[config.mk]
export PLATFORM = sky130hd
export DESIGN_NAME = shift_count_register
export DESIGN_NICKNAME = d
export VERILOG_FILES = /design/src/rtl/shift_count_register.sv
export SDC_FILE = /design/constraint.sdc
export NUM_CORES = 1
export LEC_CHECK = 0
export ABC_AREA = 1
export ABC_CLOCK_PERIOD_IN_PS = 1500
export CAP_MARGIN = 0
export CORE_MARGIN = 2
export CORE_UTILIZATION = 48
export CTS_CLUSTER_SIZE = 14
export DETAILED_ROUTE_END_ITERATION = 6
export GPL_ROUTABILITY_DRIVEN = 1
export PLACE_DENSITY = 0.77
export SKIP_LAST_GASP = 1
export SLEW_MARGIN = 20
export SYNTH_ARGS = -nofsm -noshare
export SYNTH_HDL_FRONTEND = slang
export SYNTH_SLANG_ARGS = --single-unit
[constraint.sdc]
create_clock -name clk -period 1.5 [get_ports clk]
set_input_delay 0.15 -clock clk [delete_from_list [all_inputs] [get_ports clk]]
set_output_delay 0.15 -clock clk [all_outputs]
set_load 0.03 [all_outputs]
[src/rtl/shift_count_register.sv]
// rtl/shift_count_register.sv - clear/load/inc/dec register with multi-bit serial shifter
// Optional build macro SHIFT_COUNT_SATURATE_EN: saturating inc/dec instead of modulo wrap.
module shift_count_register #(
   parameter int DATA_WIDTH  = 16,
   parameter int SHAMT_WIDTH = 5
) (
   input  logic                   clk,
   input  logic                   rst,
   input  logic                   cl,
   input  logic                   ld,
   input  logic [DATA_WIDTH-1:0]  in,
   input  logic                   inc,
   input  logic                   dec,
   input  logic                   start,
   input  logic                   dir,
   input  logic [1:0]             mode,
   input  logic [SHAMT_WIDTH-1:0] amount,
   input  logic                   ser_in,
   output logic [DATA_WIDTH-1:0]  out,
   output logic                   busy,
   output logic                   done,
   output logic                   carry,
   output logic                   zero
);
   localparam int DW = DATA_WIDTH;

   typedef enum logic {IDLE, SHIFT} state_t;

   state_t                 state;
   logic [SHAMT_WIDTH-1:0] cnt;
   logic                   l_dir;
   logic [1:0]             l_mode;
   logic                   l_ser;

   logic [DW-1:0]          step_out;
   logic                   step_carry;
   logic                   fill;
   logic [DW:0]            inc_sum;
   logic [DW:0]            dec_diff;

   assign zero     = (out == '0);
   assign inc_sum  = {1'b0, out} + (DW+1)'(1);
   assign dec_diff = {1'b0, out} - (DW+1)'(1);

   // One shift step, driven only by the operation parameters latched at start.
   always_comb begin
      fill       = 1'b0;
      step_out   = out;
      step_carry = 1'b0;
      if (l_dir) begin
         step_carry = out[DW-1];
         case (l_mode)
            2'b00:   fill = l_ser;
            2'b10:   fill = out[DW-1];
            default: fill = 1'b0;
         endcase
         step_out = {out[DW-2:0], fill};
      end else begin
         step_carry = out[0];
         case (l_mode)
            2'b00:   fill = l_ser;
            2'b01:   fill = out[DW-1];
            2'b10:   fill = out[0];
            default: fill = 1'b0;
         endcase
         step_out = {fill, out[DW-1:1]};
      end
   end

   always_ff @(posedge clk or posedge rst) begin
      if (rst) begin
         state  <= IDLE;
         out    <= '0;
         carry  <= 1'b0;
         busy   <= 1'b0;
         done   <= 1'b0;
         cnt    <= '0;
         l_dir  <= 1'b0;
         l_mode <= 2'b00;
         l_ser  <= 1'b0;
      end else begin
         done <= 1'b0;
         case (state)
            IDLE: begin
               if (cl) begin
                  out   <= '0;
                  carry <= 1'b0;
               end else if (ld) begin
                  out   <= in;
                  carry <= 1'b0;
               end else if (start) begin
                  l_dir  <= dir;
                  l_mode <= mode;
                  l_ser  <= ser_in;
                  cnt    <= amount;
                  if (amount == '0) begin
                     done <= 1'b1;
                  end else begin
                     busy  <= 1'b1;
                     state <= SHIFT;
                  end
               end else if (inc) begin
`ifdef SHIFT_COUNT_SATURATE_EN
                  if (&out) begin
                     carry <= 1'b1;
                  end else begin
                     out   <= inc_sum[DW-1:0];
                     carry <= 1'b0;
                  end
`else
                  out   <= inc_sum[DW-1:0];
                  carry <= inc_sum[DW];
`endif
               end else if (dec) begin
`ifdef SHIFT_COUNT_SATURATE_EN
                  if (out == '0) begin
                     carry <= 1'b1;
                  end else begin
                     out   <= dec_diff[DW-1:0];
                     carry <= 1'b0;
                  end
`else
                  out   <= dec_diff[DW-1:0];
                  carry <= dec_diff[DW];
`endif
               end
            end
            SHIFT: begin
               if (cl) begin
                  out   <= '0;
                  carry <= 1'b0;
                  busy  <= 1'b0;
                  cnt   <= '0;
                  state <= IDLE;
               end else begin
                  out   <= step_out;
                  carry <= step_carry;
                  cnt   <= cnt - SHAMT_WIDTH'(1);
                  if (cnt == SHAMT_WIDTH'(1)) begin
                     busy  <= 1'b0;
                     done  <= 1'b1;
                     state <= IDLE;
                  end
               end
            end
            default: state <= IDLE;
         endcase
      end
   end
endmodule

==> out/metrics.yaml, run 1 <==
power_and_ir_drop:
  peakVddDrop_mv: 0.6631
  static-leakage-power_nw: 1.789
  pwr_density_cell_mw_per_mm2: 931.3
  power.total_w: 0.003626
clock_tree:
  clock_latency_ns: 0.29
  cts_tree: "yes"
  cts-root-buf: "clkbuf_8"
  hold_buffers: 0
  cts_buffers: 5
  cts_max_path_buffers: 2
  clock-sinks: 29
  clkTransAtPathRegs_ns: 0.07
  cts-htree-levels: 2
setup_path:
  worst-setup-path-type: "reg -> out"
  end_kind: "output port"
  rr_worst_depth: 13
  path_cells: "inv_2 > ha_4 > nand2_4 > nor2_4 > nand2_2 > nor2_4 > and3_4 > buf_6"
  crit_top_cell: "nor2_4"
  timing.rr.end: "out[14]"
  crit_slowest_cell: "dfrtp_2"
  regToRegSetupSlack_ns: -0.17
  path_max_fanout: 2
  arrival_ns: 1.59
  crit_required_ns: 1.35
  slowest_delay_ns: 0.42
  critPathLaunchType: "flop"
  rr_startpoint: "out[0]"
final_layout:
  fill_cells: 475
  fin_nets: 559
  drive_gt1_frac: 0.2772
  finish.utilization: 0.7071
  num_antenna_cells: 0
  syn2layout_area_growth_pct: 43.08
floorplanning:
  die_area_mm2: 0.006288
  rows: 27
  die_h_um: 79.30
  start_util: 0.4942
  die_x_um: 79.30
  core_area_mm2: 0.005507
  ioPinCount: 52
synth:
  synth_ff_type: "dfrtp_1"
  ys_async_sr_fraction: 1.000
  synth_edf_count: 0
  synthTopCellsByArea: "dfrtp_1 (27%), nand2_1 (14%), nor2_1 (10%)"
  ys_warn_count: 0
  yosys.cell_types.count: 40
  synth-seq-area-share: 0.2667
  synth_top_cells_by_count: "nand2_1 (103), nor2_1 (76), o21ai_0 (37)"
  syn-cell-area_mm2: 0.002721
  syn_nets: 468
  synth_top_area_frac: 0.2667
  synth_most_common_cell: "nand2_1"
  syn_area_per_cell_um2: 6.299
  yosysTopAreaCell: "dfrtp_1"
  ys_ff_latch: 29
  postSynthCellCount: 432
routing:
  drc: 0
  drtAntennaViolNets: 0
  wl_per_cell_um: 14.05
  first_pass_iters: 4
  vias: 3221
  vias_per_cell: 5.413
  routed_wl_um: 8362
  drt_iter0_markers: 252
outcome:
  failed_checks: "negative setup slack"
  status: "finished with violations"
timing:
  rsz0062_at_grt: "true"
  setup_viol: 12
  clock_skew_ns: 0.01078
  worst_slack_ns: -0.2383
  finalHoldViolations: 0
  tightest_slew_ns: 0.4183
  period_needed_ns: 1.738
  report.final.slew_viol_count: 0
  timing.hold.ws_ns: 0.2308
  fmax_mhz: 575.3
  max_slew_margin: 0.7207
  post-route-period-util: 1.159
place:
  place.gp.congestion: 0.9898
  dp_hpwl_um: 6095
  portBuffers: 51
global_route:
  grt_pass1_wl_um: 14160
  grt_overflow: 0
  grt_pass1_vias: 3132
  antenna_found_initial: 0
  grt_max_degree: 30
  grt_usage: 0.2823
min_path:
  worstHoldPathType: "in -> async"
job:
  drv_cap: 0
flip-flops by register name, indices dropped and copies added, names as in the netlist:
register and flops:
done 1, l_dir 1, out 16, state 1
l_mode 2, cnt 5, carry 1, busy 1
l_ser 1
through the flow:
stage	worst slack [ns]	std cells	instance area, µm²	TNS (ns)
4_1_cts	-0.2619	590	3759	-1.174
3_3_place_gp	-0.1766	574	3536	-1.417
6_report	-0.2383	595	3894	-1.159
5_1_grt	-0.2881	595	3894	-2.413
3_5_place_dp	-0.2035	574	3536	-1.876
2_1_floorplan	-0.02388	432	2756	-0.04356
critical path: cells and delay by family (launching register included):
kind | cells | cell delay [ns]
buf+inv | 2 | 0.21
flops | 1 | 0.42
fa+ha+maj | 1 | 0.16
simple gates | 5 | 0.50
area by class of cell:
type	instances	area (µm²)	share of cell area
Inverter	41	167.7	0.04306
Clock buffer	7	86.33	0.02217
Tap cell	72	90.09	0.02314
Sequential cell	29	737.0	0.1893
Multi-Input combinational cell	341	1879	0.4826
Timing Repair Buffer	105	933.4	0.2397
layer usage:
metal | wire length [µm] | track usage
met1 | 3513 | 0.3428
met2 | 4200 | 0.4975
met3 | 508 | 0.04886
met4 | 140 | 0.1052
met5 | 0 | 0
cells in the final DEF, fill, tap and decap left out, types with 7 or more instances in the layout:
| master | n |
|---|---|
| dfrtp_2 | 9 |
| nor2_2 | 12 |
| a21oi_2 | 9 |
| nand4_1 | 11 |
| o21ai_0 | 31 |
| nand3_1 | 23 |
| dlygate4sd2_1 | 14 |
| clkdlybuf4s50_1 | 33 |
| dfrtp_1 | 20 |
| nand2_1 | 97 |
| nor2_1 | 68 |
| inv_1 | 31 |
| nor2_4 | 12 |
| a21oi_1 | 28 |
| buf_4 | 50 |
| nand2_2 | 7 |
worst max path at each step:
stage / slack (ns) / endpoint / startpoint / cells past startpoint
2_1_floorplan: -0.02 / out[10] / out[0] / 11
3_3_place_gp: -0.18 / out[9] / inc / 8
3_5_place_dp: -0.20 / out[9] / inc / 8
4_1_cts: -0.26 / zero / out[1] / 8
5_1_grt: -0.29 / out[14] / out[0] / 13
6_report: -0.24 / zero / out[0] / 8
logic make-up (layout without fill, tap and decap cells):
family                     Yosys count  after routing  synth area share
buffers and inverters               62            153            0.1172
DFF                                 29             29            0.2667
xor gates and xnor gates             1              1          0.003219
and+or+nand+nor                    242            242            0.3830
adders and majority gates            4              4           0.01839
AOI/OAI and AO/OA                   94             94            0.2115
what timing repair did:
action / CTS / global route
pin swaps: 11 / 11
setup buffers: 11 / 5
gates resized for setup: 39 / 34
setup endpoints to repair: 27 / 18
power by group:
part           switching (W)  internal [W]  total (W)
clock               0.000320      0.000364   0.000684
combinational        0.00106      0.000746    0.00181
sequential          0.000205      0.000931    0.00114
total                0.00159       0.00204    0.00363
Power figures use the tool's default switching activity.
==> inputs of run 2 (changes only) <==
--- a/config.mk
+++ b/config.mk
@@ -9,11 +9,11 @@
 export ABC_CLOCK_PERIOD_IN_PS = 1500
 export CAP_MARGIN = 0
 export CORE_MARGIN = 2
-export CORE_UTILIZATION = 48
+export CORE_UTILIZATION = 35
 export CTS_CLUSTER_SIZE = 14
 export DETAILED_ROUTE_END_ITERATION = 6
 export GPL_ROUTABILITY_DRIVEN = 1
-export PLACE_DENSITY = 0.77
+export PLACE_DENSITY = 0.59
 export SKIP_LAST_GASP = 1
 export SLEW_MARGIN = 20
 export SYNTH_ARGS = -nofsm -noshare
==> run 2 against run 1 <==
  * The flow still finishes with violations (negative setup slack)
  * Via count is 2.2% lower
  * Worst setup slack better by 0.033 ns
  * Die area is 35% higher
  * Global-route usage is 7.3 points lower
  * Clock skew is 0.0049 ns higher
  * Flip-flop and latch count stayed put
  * Combinational power is 5% higher
  * Fmax is 1.9% higher
  * Largest cell class unchanged
  * Largest power group unchanged
  * Highest routed layer unchanged
==> out/metrics.yaml, run 2 (synthesized netlist as in run 1, its figures left out) <==
outcome:
  status: "finished with violations"
  failed_checks: "negative setup slack"
place:
  dp_hpwl_um: 6341  # +4.0%
  dp_slack_ns: -0.1856  # +0.01785 ns
  place.gp.congestion: 0.8671  # -12%
  place_area_mm2: 0.003616  # +2.3%
  portBuffers: 51  # unchanged
clock_tree:
  clock_latency_ns: 0.29  # about the same
  cts_tree: "yes"
  clock-sinks: 29  # unchanged
  cts-htree-levels: 2  # unchanged
  cts_max_path_buffers: 2  # unchanged
  hold_buffers: 0  # unchanged
  cts-root-buf: "clkbuf_8"
  clkTransAtPathRegs_ns: 0.08  # about the same
  cts_buffers: 5  # unchanged
final_layout:
  num_antenna_cells: 0  # unchanged
  syn2layout_area_growth_pct: 48.28
  reg_top3: "out (16), cnt (5), l_mode (2)"
  stdcell_area_mm2: 0.004035  # +3.6%
  multi_input_area_mm2: 0.001914  # +1.9%
  seqCellArea_um2: 740.7  # +0.51%
  fin_nets: 564  # +0.89%
  layout_commonest_cell: "nand2_1"
  largest_register_ffs: 16  # unchanged
  regMostFlops: "out"
  final_cell_mix: "nand2_1 (96), nor2_1 (67), buf_4 (54)"
  drive_gt1_frac: 0.3100  # +0.03277
  fill_cells: 769  # +62%
min_path:
  worstHoldPathType: "in -> async"
timing:
  timing.hold.ws_ns: 0.2358  # +0.005005 ns
  max_slew_margin: 0.7084  # -0.01236
  rsz0062_at_grt: "true"
  period_needed_ns: 1.705  # -0.03302 ns
  clock_skew_ns: 0.01564  # +0.004862 ns
  fmax_mhz: 586.4  # +1.9%
  finalHoldViolations: 0  # unchanged
  tightest_slew_ns: 0.4368  # +0.01851 ns
  worst_slack_ns: -0.2053  # +0.03303 ns
  report.final.slew_viol_count: 0  # unchanged
  setup_viol: 10  # -2
  post-route-period-util: 1.137  # -0.02202
  setup_tns_ns: -0.7852  # +0.3740 ns
setup_path:
  path_max_fanout: 2  # unchanged
  path_cells: "inv_2 > ha_4 > nand2_4 > nor2_4 > nand2_2 > nor2_2 > and3_4 > buf_6"
  end_kind: "output port"
  crit_slowest_cell: "dfrtp_2"
  worst-setup-path-type: "reg -> out"
  crit_required_ns: 1.35  # about the same
  arrival_ns: 1.56  # -0.03 ns
  critPathLaunchType: "flop"
  slowest_delay_ns: 0.42  # about the same
routing:
  first_pass_iters: 4  # unchanged
  drc: 0  # unchanged
  vias_per_cell: 4.990  # -7.8%
  drtAntennaViolNets: 0  # unchanged
  vias: 3149  # -2.2%
  wl_per_cell_um: 14.10  # +0.33%
  drt_iter0_markers: 186  # -26%
  routed_wl_um: 8897  # +6.4%
global_route:
  grt_overflow: 0  # unchanged
  grtUsageMet1: 0.2749  # -0.06788
  busiest_layer: "met2"
  grt_pass1_wl_um: 14210  # +0.35%
  grt_max_degree: 30  # unchanged
  grt_usage: 0.2098  # -0.07252
  grtUsageMet3: 0.02876  # -0.02010
  use_met2: 0.3621  # -0.1353
  grt_pass1_vias: 2947  # -5.9%
  antenna_found_initial: 0  # unchanged
power_and_ir_drop:
  p_comb_frac: 0.504  # +0.006
  clock_power_share: 0.199  # +0.010
  power.total_w: 0.003772  # +4.0%
  seqPwrFrac: 0.297  # -0.016
  swShare: 0.4315  # -0.005949
  static-leakage-power_nw: 1.834  # +2.5%
  pwr_density_cell_mw_per_mm2: 934.7  # +0.36%
  peakVddDrop_mv: 0.5843  # -12%
  power.switching_w: 0.001627  # +2.6%
  p_int_w: 0.002144  # +5.1%
floorplanning:
  die_h_um: 92.18  # +16%
  ioPinCount: 52  # unchanged
  die_area_mm2: 0.008496  # +35%
  die_x_um: 92.18  # +16%
  start_util: 0.3559  # -0.1383
  rows: 32  # +19%
  core_area_mm2: 0.007647  # +39%
job:
  drv_cap: 0  # unchanged
[run 2: cell count changes in the layout (fill, tap and decap cells not counted), moves of 2 or more]
cell,previous run,this run
nand3_1,23,21
dfrtp_1,20,17
dfrtp_2,9,12
o21ai_2,6,8
nor2_2,12,14
inv_2,6,8
buf_4,50,54
o21ai_0,31,29
a21oi_2,9,13
a21oi_1,28,24
[run 2: worst paths after layout]
path,start,end,slack [ns],cells after the start
setup / recovery,out[0],zero,-0.21,8
hold / removal,rst,out[1],0.24,3
setup reg to reg,out[0],out[14],-0.14,13
hold reg to reg,l_ser,l_ser,0.49,2
max in group asynchronous,rst,out[12],0.93,3
min in group clk,mode[1],l_mode[1],0.40,3
[run 2: repair_timing]
item	4_1_cts	5_1_grt
endpoints found under the setup margin	25	19
pin swaps	9	31
setup buffers	9	8
gates resized for setup	29	56
[run 2: power groups by stage]
stage | clock, W | sequential (W) | combinational (W)
floorplan | 0 | 0.00122 | 0.000923
global placement | 0 | 0.00112 | 0.00167
detailed placement | 0 | 0.00113 | 0.00168
CTS | 0.000773 | 0.00111 | 0.00172
global route | 0.000807 | 0.00115 | 0.00209
finish | 0.000750 | 0.00112 | 0.00190
[run 2: cell type report]
class,count,share of cell area
Clock buffer,7,0.02388
Multi-Input combinational cell,341,0.4744
Clock inverter,1,0.001240
Inverter,41,0.04093
Tap cell,102,0.03163
Timing Repair Buffer,110,0.2443
Sequential cell,29,0.1836
[run 2: layer usage]
layer | vias up | wire length, µm
li1 | 1617 | -
met2 | 73 | 4402
met5 | - | 0
met1 | 1449 | 3920
met3 | 10 | 451
met4 | 0 | 123
[run 2: worst max-delay path: cells and delay by family, from the launching register on]
family	cells	cell delay (ns)
DFF	1	0.42
adders and majority gates	1	0.15
and+or+nand+nor	5	0.49
buffers and inverters	2	0.20
[run 2: stage by stage]
step / instances / util
6_report: 631 / 0.5277
5_1_grt: 631 / 0.5277
2_1_floorplan: 432 / -
4_1_cts: 624 / 0.4975
3_3_place_gp: 608 / 0.4728
3_5_place_dp: 608 / 0.4728
